===== src/rtl/irq_collector.sv =====
// Interrupt collector: synchronises sources, latches edge/level pending state and
// presents the lowest-index eligible source to the core through a claim/complete handshake.
module irq_collector #(
    parameter int NUM_IRQ     = 3,
    parameter int SYNC_STAGES = 2,
    parameter int ID_W        = (NUM_IRQ > 1) ? $clog2(NUM_IRQ) : 1
) (
    input  logic               clock_i,
    input  logic               reset_i,
    input  logic [NUM_IRQ-1:0] irq_src_i,
    input  logic [NUM_IRQ-1:0] edge_mode_i,
    input  logic [NUM_IRQ-1:0] mask_i,
    input  logic               claim_i,
    input  logic               complete_i,
    output logic               irq_o,
    output logic [ID_W-1:0]    irq_id_o,
    output logic               busy_o,
    output logic [NUM_IRQ-1:0] pending_o
);

    // state   | meaning
    // IDLE    | nothing presented, arbitrate eligible sources
    // ASSERT  | r_id presented to core, waiting for claim
    // SERVICE | r_id claimed, waiting for complete
    typedef enum logic [1:0] {ST_IDLE, ST_ASSERT, ST_SERVICE} state_t;

    logic [NUM_IRQ-1:0] r_sync [SYNC_STAGES];
    logic [NUM_IRQ-1:0] r_prev;
    logic [NUM_IRQ-1:0] r_pending;
    state_t             r_state;
    logic [ID_W-1:0]    r_id;
    logic               r_irq;
    logic               r_busy;

    logic [NUM_IRQ-1:0] w_sync;
    logic [NUM_IRQ-1:0] w_eligible;
    logic [NUM_IRQ-1:0] w_clear;
    logic [ID_W-1:0]    w_winner;
    logic               w_any;

    assign w_sync     = r_sync[SYNC_STAGES-1];
    assign w_eligible = r_pending & mask_i;
    assign w_any      = |w_eligible;

    // Descending scan so the lowest eligible index is the last one written.
    always_comb begin
        w_winner = '0;
        for (int i = NUM_IRQ - 1; i >= 0; i--) begin
            if (w_eligible[i]) w_winner = ID_W'(i);
        end
    end

    always_comb begin
        w_clear = '0;
        if (r_state == ST_ASSERT && claim_i && edge_mode_i[r_id]) w_clear[r_id] = 1'b1;
    end

    always_ff @(posedge clock_i or posedge reset_i) begin
        if (reset_i) begin
            for (int s = 0; s < SYNC_STAGES; s++) r_sync[s] <= '0;
            r_prev    <= '0;
            r_pending <= '0;
        end else begin
            r_sync[0] <= irq_src_i;
            for (int s = 1; s < SYNC_STAGES; s++) r_sync[s] <= r_sync[s-1];
            r_prev    <= w_sync;
            // A new edge outranks a claim-clear on the same bit.
            r_pending <= (edge_mode_i & ((r_pending & ~w_clear) | (w_sync & ~r_prev)))
                       | (~edge_mode_i & w_sync);
        end
    end

    always_ff @(posedge clock_i or posedge reset_i) begin
        if (reset_i) begin
            r_state <= ST_IDLE;
            r_id    <= '0;
            r_irq   <= 1'b0;
            r_busy  <= 1'b0;
        end else begin
            case (r_state)
                ST_IDLE: begin
                    if (w_any) begin
                        r_state <= ST_ASSERT;
                        r_id    <= w_winner;
                        r_irq   <= 1'b1;
                    end
                end
                ST_ASSERT: begin
                    if (claim_i) begin
                        r_state <= ST_SERVICE;
                        r_irq   <= 1'b0;
                        r_busy  <= 1'b1;
                    end else if (!w_eligible[r_id]) begin
                        r_state <= ST_IDLE;
                        r_irq   <= 1'b0;
                    end
                end
                ST_SERVICE: begin
                    if (complete_i) begin
                        r_state <= ST_IDLE;
                        r_busy  <= 1'b0;
                    end
                end
                default: begin
                    r_state <= ST_IDLE;
                    r_irq   <= 1'b0;
                    r_busy  <= 1'b0;
                end
            endcase
        end
    end

    assign irq_o     = r_irq;
    assign irq_id_o  = r_id;
    assign busy_o    = r_busy;
    assign pending_o = r_pending;

endmodule


===== config.mk =====
export PLATFORM = sky130hd
export DESIGN_NAME = irq_collector
export DESIGN_NICKNAME = d
export VERILOG_FILES = /design/src/rtl/irq_collector.sv
export SDC_FILE = /design/constraint.sdc
export NUM_CORES = 1
export LEC_CHECK = 0
export BUFFER_PORTS_ARGS = -buffer_cell sky130_fd_sc_hd__buf_4
export CAP_MARGIN = 20
export CORE_ASPECT_RATIO = 0.7
export CORE_MARGIN = 3
export CORE_UTILIZATION = 36
export DETAILED_ROUTE_END_ITERATION = 8
export SKIP_LAST_GASP = 1
export SLEW_MARGIN = 25
export SYNTH_ARGS = -nofsm -noshare
export SYNTH_HDL_FRONTEND = slang
export SYNTH_SLANG_ARGS = --single-unit

===== constraint.sdc =====
create_clock -name clock_i -period 1.86 [get_ports clock_i]
set_input_delay 0.093 -clock clock_i [delete_from_list [all_inputs] [get_ports clock_i]]
set_output_delay 0.093 -clock clock_i [all_outputs]
set_load 0.01 [all_outputs]

# After elaboration in Yosys (flattened, before gate mapping)
# Cells that the tools add are included.
# Widths: inputs -> output; s select.
[classes]
mux = 22
n_lt_le_gt_ge = 2
bitwise = 12
eq_ne = 6
reduce_logical = 9
[ops]
columns = ["cell", "count"]
rows = [
  ["$and 3x3->3", 5],
  ["$mux 2", 7],
  ["$not 3->3", 3],
  ["$reduce_and 3->1", 3],
  ["$mux 1", 8],
  ["$ne 2x2->1 const B", 3],
  ["$or 3x3->3", 2],
  ["$pmux 1 s3", 2],
  ["$pmux 2 s3", 1],
  ["$bmux 1 s2", 2],
  ["$logic_and 1x1->1", 3],
  ["$lt 2x3->1 const B", 1],
  ["$mux 3", 1],
  ["$ne 3x3->1 const B", 1],
  ["$reduce_or 3->1", 1],
  ["$demux 1 s2", 1],
  ["$eq 2x1->1 const B", 1],
  ["$eq 2x2->1 const B", 1],
  ["$ge 2x1->1 const B", 1],
  ["$logic_not 2->1", 1],
  ["$not 1->1", 2],
  ["$reduce_and 2->1", 1],
]
[totals]
output_inout_bits = 7
reg_bits = 18
input_bits = 13

# Depth between registers and ports, before layout
[depth]
ltp_word = 10
ltp_mapped = 3
depth_no_buf = 3

# Worst setup path after synthesis
# No wires, ideal clock.
[synth_path]
path_type = "register to register"
startpoint = "register r_state[1]"
endpoint = "register r_pending[2] (netlist: pending_o[2])"
path_slack_ps = 537
t_arrival_ps = 1202
synth_period_minus_slack_ps = 1323
setup_time_ps = 122
required_time_ps = 1738
path_stages_with_launch = 4
cell_sequence = "dfrtp_1 > nand3b_4 > or3b_1 > a32o_1"
[synth_via]
elab_chain_len = 9
[synth_rtl]
columns = ["item", "line_no", "rtl"]
rows = [
  ["start: declaration", "30", "state_t r_state;"],
  ["start signal: assignment", "75", "r_state <= ST_IDLE;"],
  ["start signal: assignment", "83", "r_state <= ST_ASSERT;"],
  ["start signal: assignment", "90", "r_state <= ST_SERVICE;"],
  ["$eq 2x1->1", "55", "if (r_state == ST_ASSERT && claim_i && edge_mode_i[r_id]) w_clear[r_id] = 1'b1;"],
  ["$logic_and 1x1->1 (2 in a row)", "55", ""],
  ["$mux 3", "55", ""],
  ["$not 3->3", "68", "r_pending <= (edge_mode_i & ((r_pending & ~w_clear) | (w_sync & ~r_prev)))"],
  ["$and 3x3->3", "68", ""],
  ["$or 3x3->3", "68", ""],
  ["$and 3x3->3", "68", ""],
  ["$or 3x3->3", "69", "| (~edge_mode_i & w_sync);"],
  ["end signal: assignment", "68", ""],
  ["end: declaration", "29", "logic [NUM_IRQ-1:0] r_pending;"],
]
# Every way passes these cells.
# A chain may end at the register's enable or synchronous reset.

# Worst setup path in the final report
# Ends and elaborated chain as after synthesis.

==> metrics.md <==
| Metric | Value |
|---|---|
| Die area | 2500 µm² |
| Routability cong. | 0.678 |
| Global-route met1 utilization | 0.154 |
| Critical Path End Type | flip-flop |
| Avg Inst Size Synth | 12.4 µm² |
| Post-Layout Cell Count | 104 |
| GRT met2 Usage | 0.171 |
| Peak supply drop | 0.680 mV |
| Initial antenna violation count | 0 |
| Tot Pwr | 1.16 mW |
| GR Util met3 | 0.0608 |
| Fin. Hold Viols | 0 |
| Slew HR | 0.560 |
| Clk root buf | clkbuf_4 |
| Post-Route WL | 1360 µm |
| Crit-path cells | nand3b_4, or3b_1, a32o_1 |
| RSZ-0062 raised after global routing | no |
| Status | finished clean |
| TritonCTS Buffers | 3 |
| DR pass1 iterations | 4 |
| Grt ovf | 0 |
| Register area share after synthesis | 0.647 |
| Final setup fails | 0 |
| Worst-Margin Slew | 0.659 ns |
| Final Cycle Share | 0.748 |
| Achievable Freq | 719 MHz |
| Synth unique cells | 20 |
| Clock sinks | 18 |
| Max FO, Critical Path | 8 |
| Largest stage delay on the critical path | 0.46 ns |
| Post-Syn Instances | 56 |
| Tightest hold margin | 0.0493 ns |
| Clk_lat worst skew | 0.29 ns |
| Synthesized area | 696 µm² |
| Final Critical Period | 1.39 ns |
| Clock tree buffer depth | 2 |
| Vias/cell | 5.15 |
| Layout Area Growth over Synthesis | 35.3% |
| Power Dens Cells | 1230 nW/µm² |
| Yosys reg bits | 18 |
| Final setup TNS | 0 ns |
| Setup Fix Bufs, Post-CTS | 0 |
| IO Count | 20 |
| Dpl hpwl | 963 µm |
| Cell family with most CP delay | simple AND/OR/NAND/NOR gates |
| Initial DRC Count | 17 |
| Die X | 58.5 µm |
| Critical path startpoint category | flip-flop |
| Required @ worst endpoint | 2.05 ns |
| Hold Crit Class | input port to flip-flop |
| Synth warnings | 0 |
| TritonCTS clock tree | yes |
| Vias | 536 |
| Setup Skew | 0.0106 ns |
| Total leakage power | 0.466 nW |
| Share of cells above drive strength 1 | 0.301 |
| GR Util All Layers | 0.118 |
| Placed Cells | 96 |
| Core area | 1700 µm² |
| Nets in the synthesized netlist | 69 |
| Std cell rows | 12 |
| Antenna Nets Post-Route | 0 |
| CTS clk-pin slew, worst paths | 0.11 ns |
| Worst Path Buf+Inv | 0 |
| Worst path slowest cell | dfrtp_1 |
| Max H-tree Level | 1 |
| Max_cap viols | 0 |
| Port bufs | 19 |
| Residual DRC | 0 |
| Avg WL per Cell | 13.1 µm |
| Effective utilization at floorplan | 0.410 |
| Antenna cells | 0 |
| Worst Setup Path Type | flip-flop to flip-flop |
| CP Data Arrival Time | 1.58 ns |
| Die Height | 42.8 µm |
| Vias in the first global route | 495 |
| Global-route wire length before repair | 2150 µm |
| Most Crowded Layer GR | met2 |
| Max Slew Vio Count | 0 |
| Count of nets after finishing | 97 |
| Largest net degree at the start of global routing | 19 |
==> cell usage in the layout (no fill, tap or decap), types with 2 or more instances in the layout <==
master / count
buf_4: 19
dfrtp_1: 18
nand2_1: 10
nor2_1: 4
dlygate4sd3_1: 4
o21ai_0: 3
a32o_1: 3
clkbuf_4: 3
and4b_1: 2
inv_1: 2
or3b_1: 2
==> repair_timing <==
item | 4_1_cts | 5_1_grt
endpoints found under the hold margin | 21 | 0
resized for setup | 0 | 0
endpoints found under the setup margin | 0 | 0
hold buffers | 4 | 0
==> per-layer routing <==
| metal | share of wire | vias up |
|---|---|---|
| met3 | 0.073 | 0 |
| met1 | 0.49 | 259 |
| met5 | 0 | - |
| li1 | - | 262 |
| met2 | 0.43 | 15 |
| met4 | 0 | 0 |
==> cell families after synthesis <==
logic type,share of synthesized area
and+or+nand+nor,0.174
DFF,0.647
buffers and inverters,0.0108
AOI/OAI and AO/OA,0.167
==> stage by stage <==
| step | utilization | setup slack, ns | instance area, µm² |
|---|---|---|---|
| after floorplan | - | 0.537 | 696 |
| after global placement | 0.510 | 0.505 | 865 |
| after detailed placement | 0.510 | 0.472 | 865 |
| after CTS | 0.555 | 0.458 | 941 |
| after global routing | 0.555 | 0.413 | 941 |
| final | 0.555 | 0.469 | 941 |
==> cell usage after synthesis <==
library cell | count | area, µm²
and4b_1 | 2 | 20.0
o21ai_0 | 3 | 15.0
a31o_2 | 1 | 8.76
or3b_1 | 2 | 17.5
a21oi_1 | 1 | 5.00
nor2_1 | 4 | 15.0
a211o_1 | 1 | 8.76
nor3_1 | 1 | 5.00
dfrtp_1 | 18 | 450
inv_1 | 2 | 7.51
a21o_1 | 1 | 7.51
a222oi_1 | 1 | 10.0
and2_1 | 1 | 6.26
nand2_1 | 10 | 37.5
a32oi_1 | 1 | 8.76
a31oi_1 | 1 | 6.26
o21bai_1 | 1 | 7.51
nand3b_4 | 1 | 20.0
a32o_1 | 3 | 30.0
o311ai_0 | 1 | 8.76
==> flip-flops by register name (all words and copies together) (netlist names) <==
| name | cells |
|---|---|
| irq_id_o | 2 |
| irq_o | 1 |
| r_prev | 3 |
| w_sync | 3 |
| pending_o | 3 |
| r_sync | 3 |
| busy_o | 1 |
| r_state | 2 |
==> where the power goes <==
group	internal, mW	leakage [nW]	total [mW]	switching (mW)
logic	0.193	0.233	0.333	0.140
registers	0.472	0.212	0.591	0.119
clock network	0.119	0.0210	0.237	0.118
total	0.784	0.466	1.16	0.377
==> cell type report <==
class                           instances  area, µm²
Sequential cell                        18        450
Timing Repair Buffer                   23        183
Clock buffer                            4       36.3
Fill cell                             150        756
Multi-Input combinational cell         36        238
Inverter                                2       7.51
Tap cell                               21       26.3
==> path summary, 6_finish.rpt <==
kind | from | end | slack [ns] | cells past startpoint
max | r_state[1]$_DFFE_PP0P_ | pending_o[2]$_DFF_PP0_ | 0.47 | 3
min | edge_mode_i[2] | pending_o[2]$_DFF_PP0_ | 0.05 | 2
max reg2reg | r_state[1]$_DFFE_PP0P_ | pending_o[2]$_DFF_PP0_ | 0.47 | 3
min reg2reg | r_sync[5]$_DFF_PP0_ | w_sync[2]$_DFF_PP0_ | 0.36 | 0
max in group asynchronous | reset_i | r_prev[2]$_DFF_PP0_ | 0.98 | 3
min in group asynchronous | reset_i | pending_o[0]$_DFF_PP0_ | 0.45 | 3
==> worst reg2reg max path, cell delays in order (launching register included) <==
cell and delay, ns:
dfrtp_1 0.46, nand3b_4 0.21, or3b_1 0.38, a32o_1 0.26
Power figures use the tool's default switching activity.
